[src/rtl/gpc_pc_pkg.sv]
// Shared types and helpers for the fetch-stage program counter.
// Holds the FSM state encoding, the redirect-source encoding and the alignment mask helper.
package gpc_pc_pkg;

    typedef enum logic [1:0] {
        ST_BOOT = 2'd0,
        ST_RUN  = 2'd1,
        ST_HALT = 2'd2
    } pc_state_e;

    typedef enum logic [1:0] {
        SRC_NONE = 2'd0,
        SRC_SEQ  = 2'd1,
        SRC_BR   = 2'd2,
        SRC_TRAP = 2'd3
    } redir_src_e;

    // Mask with the low 'bits' bits set (e.g. bits=2 -> 'b11); callers truncate to their width.
    function automatic logic [63:0] align_mask(input int unsigned bits);
        align_mask = (64'd1 << bits) - 64'd1;
    endfunction

endpackage

[src/rtl/pc_next_sel.sv]
// Combinational next-pc selection: trap > branch > sequential > hold.
// Optional feature macro PC_MISALIGN_CHK_EN: misaligned branch targets are diverted to
// trap_target and flagged; without it, the low alignment bits of targets are cleared on load.
module pc_next_sel
    import gpc_pc_pkg::*;
#(
    parameter int unsigned WIDTH       = 32,
    parameter int unsigned INSTR_BYTES = 4,
    parameter int unsigned ALIGN_BITS  = 2
) (
    input  logic [WIDTH-1:0] pc,
    input  logic             fire,
    input  logic             trap_req,
    input  logic [WIDTH-1:0] trap_target,
    input  logic             br_req,
    input  logic [WIDTH-1:0] br_target,
    output logic [WIDTH-1:0] next_pc,
    output logic             redirect,
    output logic             misalign_hit
);

    localparam logic [WIDTH-1:0] LOW_MASK = WIDTH'(align_mask(ALIGN_BITS));
    localparam logic [WIDTH-1:0] PC_INC   = WIDTH'(INSTR_BYTES);

    redir_src_e src_s;

    // Fixed-priority choice of where the next pc comes from.
    always_comb begin
        src_s = SRC_NONE;
        if (trap_req) begin
            src_s = SRC_TRAP;
        end else if (br_req) begin
            src_s = SRC_BR;
        end else if (fire) begin
            src_s = SRC_SEQ;
        end else begin
            src_s = SRC_NONE;
        end
    end

    // Build the next pc for the chosen source; the increment wraps modulo 2^WIDTH.
    always_comb begin
        next_pc      = pc;
        redirect     = 1'b0;
        misalign_hit = 1'b0;
        case (src_s)
`ifdef PC_MISALIGN_CHK_EN
            SRC_TRAP: begin
                next_pc  = trap_target;
                redirect = 1'b1;
            end
            SRC_BR: begin
                redirect = 1'b1;
                if ((br_target & LOW_MASK) != {WIDTH{1'b0}}) begin
                    next_pc      = trap_target;
                    misalign_hit = 1'b1;
                end else begin
                    next_pc = br_target;
                end
            end
`else
            SRC_TRAP: begin
                next_pc  = trap_target & ~LOW_MASK;
                redirect = 1'b1;
            end
            SRC_BR: begin
                next_pc  = br_target & ~LOW_MASK;
                redirect = 1'b1;
            end
`endif
            SRC_SEQ: begin
                next_pc = pc + PC_INC;
            end
            default: begin
                next_pc = pc;
            end
        endcase
    end

endmodule

[src/rtl/pc_unit.sv]
// Fetch-stage program counter: BOOT/RUN/HALT state machine plus output registers.
// Optional feature macro PC_MISALIGN_CHK_EN enables misaligned-branch trapping (see pc_next_sel).
module pc_unit
    import gpc_pc_pkg::*;
#(
    parameter int unsigned       WIDTH       = 32,
    parameter logic [WIDTH-1:0]  START_ADDR  = 32'h8000_0000,
    parameter int unsigned       INSTR_BYTES = 4,
    parameter int unsigned       ALIGN_BITS  = 2
) (
    input  logic             clk,
    input  logic             rst,
    input  logic             pc_ready,
    input  logic             br_valid,
    input  logic [WIDTH-1:0] br_target,
    input  logic             trap_valid,
    input  logic [WIDTH-1:0] trap_target,
    input  logic             halt_req,
    input  logic             resume,
    output logic             pc_valid,
    output logic [WIDTH-1:0] pc,
    output logic             flush,
    output logic             misalign
);

    pc_state_e        state_r;
    pc_state_e        state_nxt_s;
    logic [WIDTH-1:0] pc_r;
    logic             pc_valid_r;
    logic             flush_r;
    logic             misalign_r;
    logic             fire_s;
    logic             trap_req_s;
    logic             br_req_s;
    logic [WIDTH-1:0] next_pc_s;
    logic             redirect_s;
    logic             misalign_hit_s;

    // Handshake and request qualification: branches only in RUN, traps in RUN or HALT.
    always_comb begin
        fire_s     = pc_valid_r & pc_ready;
        trap_req_s = trap_valid & (state_r != ST_BOOT);
        br_req_s   = br_valid & (state_r == ST_RUN);
    end

    pc_next_sel #(
        .WIDTH       (WIDTH),
        .INSTR_BYTES (INSTR_BYTES),
        .ALIGN_BITS  (ALIGN_BITS)
    ) u_next_sel (
        .pc           (pc_r),
        .fire         (fire_s),
        .trap_req     (trap_req_s),
        .trap_target  (trap_target),
        .br_req       (br_req_s),
        .br_target    (br_target),
        .next_pc      (next_pc_s),
        .redirect     (redirect_s),
        .misalign_hit (misalign_hit_s)
    );

    // Next-state logic: a trap always lands in RUN and swallows a same-cycle halt request.
    always_comb begin
        state_nxt_s = state_r;
        case (state_r)
            ST_BOOT: begin
                state_nxt_s = ST_RUN;
            end
            ST_RUN: begin
                if (trap_valid) begin
                    state_nxt_s = ST_RUN;
                end else if (halt_req) begin
                    state_nxt_s = ST_HALT;
                end else begin
                    state_nxt_s = ST_RUN;
                end
            end
            ST_HALT: begin
                if (trap_valid || resume) begin
                    state_nxt_s = ST_RUN;
                end else begin
                    state_nxt_s = ST_HALT;
                end
            end
            default: begin
                state_nxt_s = ST_BOOT;
            end
        endcase
    end

    // State and output registers with synchronous active-low reset.
    always_ff @(posedge clk) begin
        if (!rst) begin
            state_r    <= ST_BOOT;
            pc_r       <= START_ADDR;
            pc_valid_r <= 1'b0;
            flush_r    <= 1'b0;
            misalign_r <= 1'b0;
        end else begin
            state_r    <= state_nxt_s;
            pc_r       <= next_pc_s;
            pc_valid_r <= (state_nxt_s == ST_RUN);
            flush_r    <= redirect_s;
            misalign_r <= misalign_hit_s;
        end
    end

    assign pc       = pc_r;
    assign pc_valid = pc_valid_r;
    assign flush    = flush_r;
    assign misalign = misalign_r;

endmodule
[config.mk]
export PLATFORM = sky130hd
export DESIGN_NAME = pc_unit
export DESIGN_NICKNAME = d
export VERILOG_FILES = /design/src/rtl/gpc_pc_pkg.sv /design/src/rtl/pc_next_sel.sv /design/src/rtl/pc_unit.sv
export SDC_FILE = /design/constraint.sdc
export NUM_CORES = 1
export LEC_CHECK = 0
export CAP_MARGIN = 20
export CORE_MARGIN = 2
export CORE_UTILIZATION = 39
export DETAILED_ROUTE_END_ITERATION = 10
export GPL_ROUTABILITY_DRIVEN = 1
export PLACE_DENSITY_LB_ADDON = 0.3
export SLEW_MARGIN = 0
export SYNTH_ARGS = -nofsm -noshare
export SYNTH_HDL_FRONTEND = slang
export SYNTH_HIERARCHICAL = 1
export SYNTH_SLANG_ARGS = --single-unit
export TNS_END_PERCENT = 30
[constraint.sdc]
create_clock -name clk -period 2 [get_ports clk]
set_input_delay 0.3 -clock clk [delete_from_list [all_inputs] [get_ports clk]]
set_output_delay 0.3 -clock clk [all_outputs]
set_load 0.02 [all_outputs]
### After elaboration in Yosys (flattened, before gate mapping)

Index checks and enable logic that the tools add are counted.

| cells by class | value |
|---|---|
| muxes and demuxes | 9 |
| equal/unequal tests | 6 |
| reductions and logical operators | 5 |
| bitwise gates (word level) | 3 |
| add/sub/neg operators | 1 |

Operators by type and width:

| kind | number |
|---|---|
| 32-bit case mux with 3 select lines | 1 |
| 32-bit by 3-bit adder with 32-bit output (second input constant) | 1 |
| 2-bit two-way mux | 5 |
| 2-bit by 1-bit == test with 1-bit output (second input constant) | 3 |
| 2-bit == test (second input constant) | 3 |
| 2-bit case mux with 3 select lines | 1 |
| 1-bit bitwise AND | 3 |
| 3-bit nonzero test | 1 |
| 2-bit zero test | 1 |
| 1-bit two-way mux | 2 |
| 2-bit nonzero test | 1 |
| 2-bit OR reduction | 1 |
| 1-bit logical OR | 1 |

| word-level totals | value |
|---|---|
| output and inout bits | 35 |
| bits in registers | 36 |

### Logic depth before layout (Yosys ltp)

| depth | value |
|---|---|
| word-level depth | 7 |
| gate-level depth with buffers | 10 |

### Modules after synthesis

The synthesis kept the hierarchy.

By module, submodules not included:

| module | area each (sq um) | sequential area each (sq um) | instances | cells each |
|---|---|---|---|---|
| pc_next_sel | 1496.4 | 0.0 | 1 | 247 |
| pc_unit | 1063.5 | 740.7 | 1 | 86 |

### Least setup slack after synthesis

OpenSTA, ideal clock, no wires.

| path | value |
|---|---|
| kind | reg2reg |
| start point | register pc_r[2] (netlist: pc[2]) |
| end point | register pc_r[24] (netlist: pc[24]) |
| arrival time | 2.116 ns |
| stages on the path, launching flop included | 8 |
| path buffers | 0 |
| slack | -0.231 ns |
| period minus slack after synthesis | 2.231 ns |
| library setup time | 0.115 ns |
| path through | dfxtp_1 ha_1 nand2_1 or4_4 nor3_1 a31oi_1 o221a_2 and2_1 |

| on the way | value |
|---|---|
| longest elaborated chain between the ends | 2 |

RTL lines:

| item | line | source |
|---|---|---|
| from (decl) | pc_unit.sv:28 | `logic [WIDTH-1:0] pc_r;` |
| from (signal assigned) | pc_unit.sv:101 | `pc_r <= next_pc_s;` |
| 32-bit by 3-bit adder with 32-bit output | pc_next_sel.sv:72 | `next_pc = pc + PC_INC;` |
| 32-bit case mux with 3 select lines | pc_next_sel.sv:46 | `case (src_s)` |
| net next_pc_s[24] | pc_unit.sv:35 | `logic [WIDTH-1:0] next_pc_s;` |

The timed path passes the listed nets, and every way through them passes these cells.
A chain may end at the register's enable or synchronous reset.

### Worst setup path in the final report

| path | value |
|---|---|
| start point | input port pc_ready |
| end point | register pc_r[15] (netlist: pc[15]) |

| on the way | value |
|---|---|
| longest elaborated chain between the ends | 6 |
| elaborated cells between the ends (all ways) | 9 |

RTL lines:

| item | line | source |
|---|---|---|
| from (decl) | pc_unit.sv:13 | `input logic pc_ready,` |
| 1-bit bitwise AND * | pc_unit.sv:41 | `fire_s = pc_valid_r & pc_ready;` |
| net fire_s | pc_unit.sv:32 | `logic fire_s;` |
| 1-bit two-way mux * | pc_next_sel.sv:34 | `end else if (fire) begin` |
| 2-bit two-way mux * | pc_next_sel.sv:32 | `end else if (br_req) begin` |
| 2-bit two-way mux * | pc_next_sel.sv:30 | `if (trap_req) begin` |
| 2-bit by 1-bit == test with 1-bit output or 2-bit == test (tied branches) | pc_next_sel.sv:46 |  |
| 32-bit case mux with 3 select lines * | pc_next_sel.sv:46 |  |
| net next_pc_s[15] | pc_unit.sv:35 |  |

The timed path passes the listed nets; every way through them passes the cells marked *.

==> run_results.csv <==
group,metric,value,unit
timing,hold_viol,0,
cells_and_area,syn_to_final_growth,66.5,%
worst_setup_path,cp-end-kind,"flip-flop",
placed_design,portBuffers,101,
floorplan,coreArea,0.00635,mm^2
cts,cts_buffer_depth,2,
placed_design,pre_cts_slack,-312,ps
cts,htreeDepth,2,
detailed_routing,wire_per_inst,15.0,um
pwr,clkPwrFrac,26.1,%
cts,cts.clk_slew.worst_paths,80,ps
logic_synthesis,ys.warnings.count,6,
pwr,p_per_area,534,mW/mm^2
cts,cts_buffers,5,
logic_synthesis,syn_inst,333,
pwr,intPower,1.58,mW
worst_setup_path,worstPathRequired,2190,ps
status,status,"finished, final reports clean",
timing,slew_viol_final,0,
timing,setup_viol,0,
logic_synthesis,ys_ff_latch,37,
logic_synthesis,syn_nets,405,
global_route,grt_pass1_wl,13500,um
logic_synthesis,ys_dominant_reg_cell,"dfxtp_1",
detailed_routing,drc,0,
worst_setup_path,reg2reg_depth,6,
logic_synthesis,synth_area_leader_cell,"dfxtp_1",
worst_setup_path,criticalPathCategory,"in2reg",
pwr,combPwrFrac,36.7,%
timing,fin_skew,8.44,ps
floorplan,std_cell_rows,29,
worst_setup_path,start_kind,"input port",
timing,rsz0062_at_grt,"yes",
cells_and_area,antenna_cells,0,
detailed_routing,ant_nets,0,
detailed_routing,routed_via_density,5.32,
cts,insertion_delay,290,ps
detailed_routing,drt_wl_total,8460,um
pwr,swShare,30.4,%
timing,final.min_clock_period,1980,ps
logic_synthesis,synthDistinctLibCells,62,
logic_synthesis,synth_area,0.00256,mm^2
pwr,p_sw,0.693,mW
global_route,grt_max_degree,38,
logic_synthesis,postSynth.asyncResetShare,0,%
floorplan,ios,106,
cts,clockRootBuffer,"clkbuf_8",
hold_path,hold_path_depth,2,
detailed_routing,first_pass_iters,5,
floorplan,die-area,0.00723,mm^2
timing,fmax,505,MHz
global_route,antenna_found_initial,0,
detailed_routing,drt_iter0_markers,126,
pwr,pwr-share-seq,37.2,%
cells_and_area,fin_nets,558,
logic_synthesis,synth_top_area_share,28.9,%
worst_setup_path,path_max_fanout,3,
global_route,grt_use_total,22.8,%
timing,timing.final.ws_setup,20.5,ps
cts,clock-sinks,37,
logic_synthesis,seq_area_frac_synth,28.9,%
logic_synthesis,avgSynthCellArea,7.69,um^2
pwr,power,2.28,mW
placed_design,post-dp-hpwl,6410,um
flow_run,maxCapViolCount,0,
worst_setup_path,cp.arrival,2170,ps
logic_synthesis,synth_edf_count,0,
floorplan,start_util,40.3,%
logic_synthesis,synth_area_leaders,"dfxtp_1 (29%), and2_1 (8.3%), nand2_1 (5.3%), o21ai_0 (5.3%), a21oi_1 (5.1%)",
cts,cts_tree,"built",
pwr,ir_worst_vdd,0.340,mV
global_route,grt_pass1_vias,2901,
cells_and_area,drive_above_1_share,23.6,%
pwr,p_leak,1.72,nW
floorplan,die_h,85.0,um
timing,period_share,99.0,%
hold_path,min_path_type,"reg2reg",
floorplan,die_x,85.0,um
placed_design,place_congestion,0.899,
global_route,grt-ovfl-total,0,
detailed_routing,num_vias,3001,
==> cell families (layout without fill, tap and decap cells) <==
| logic type | Yosys count | in the layout | share of synthesized area (%) |
|---|---|---|---|
| AO/OA/AOI/OAI | 94 | 94 | 24.4 |
| XOR/XNOR | 11 | 11 | 3.76 |
| adder cells (fa/ha/maj) | 1 | 1 | 0.489 |
| buffers and inverters | 34 | 188 | 6.40 |
| flip-flops | 37 | 37 | 28.9 |
| multiplexers | 4 | 4 | 1.61 |
| other | 1 | 1 | 0.146 |
| AND/OR/NAND/NOR | 151 | 151 | 34.2 |
==> registers in the layout (all words and copies together) (netlist names) <==
register  count
flush         1
misalign      1
pc           32
pc_valid      1
state_r       2
==> critical path, cell delays in order <==
cell and delay [ps]:
clkdlybuf4s50_1 450, and2_4 140, nand4_1 130, buf_4 190, nor4_2 230, buf_4 170
nand3_1 80, xor2_1 140, o221ai_1 130, and2_2 210
==> placed cells by master, fill, tap and decap left out, types with 7 or more instances in the layout <==
master and count:
dfxtp_1 29, buf_4 62, a21oi_1 26, clkdlybuf4s50_1 101, o21ai_0 24, nand3_1 11
nand2_1 33, inv_1 13, and2_1 33, xor2_1 7, nor2_1 14, clkbuf_8 7
==> through the flow <==
stage	area (um^2)	cells	setup TNS (ps)	util, %	hold slack [ps]
floorplan	2580	333	-197	-	370
global placement	4070	553	-3810	64.1	551
detailed placement	4070	553	-4810	64.1	556
CTS	4180	561	-7.99	65.8	586
global route	4260	564	-215	67.1	627
finish	4260	564	0	67.1	583
==> timing repair <==
item / in CTS / in global routing
hold buffers: 0 / 0
gates resized for setup: 1 / 19
setup endpoints to repair: 2 / 18
buffers inserted: 0 / 3
pin swaps: 0 / 8
==> cell usage after synthesis, types with 4 or more instances <==
cell type and n:
dfxtp_1 37, nand2_1 36, and2_1 34, o21ai_0 27, a21oi_1 26, nor2_1 15
inv_1 13, clkbuf_1 12, nand3_1 11, nor3_1 7, xor2_1 7, nand4_1 6
nor2b_1 6, o31ai_1 6, and3_1 5, nor4_1 5, and4_1 4, o221ai_1 4
xnor2_1 4
==> layout make-up <==
cell class,instances,area (um^2)
multi-input combinational,262,1730
tap,77,96.3
sequential,37,756
fill,533,2090
inverter,14,52.6
clock buffer,7,96.3
clock inverter,1,5.00
timing repair buffer,166,1530
==> metal layers <==
metal / GRT usage [%] / up-vias / wire length (um)
met5: 0 / - / 0
met3: 3.99 / 12 / 490
li1: - / 1503 / -
met1: 29.4 / 1372 / 3740
met4: 7.07 / 0 / 89
met2: 38.8 / 114 / 4140
==> power groups by stage <==
stage / logic (mW) / clock network (mW) / registers, mW
floorplan: 0.303 / 0 / 0.944
global placement: 0.807 / 0 / 0.860
detailed placement: 0.817 / 0 / 0.862
CTS: 0.821 / 0.612 / 0.845
global route: 0.905 / 0.647 / 0.854
finish: 0.837 / 0.594 / 0.846
==> final timing paths <==
check / from / end / slack [ps]
max: pc_ready / pc[15]$_SDFF_PN0_ / 20
max reg2reg: pc[15]$_SDFF_PN0_ / pc[23]$_SDFF_PN0_ / 70
min reg2reg: pc[0]$_SDFF_PN0_ / pc[0]$_SDFF_PN0_ / 580
min: pc[0]$_SDFF_PN0_ / pc[0]$_SDFF_PN0_ / 580
Power figures use the tool's default switching activity.
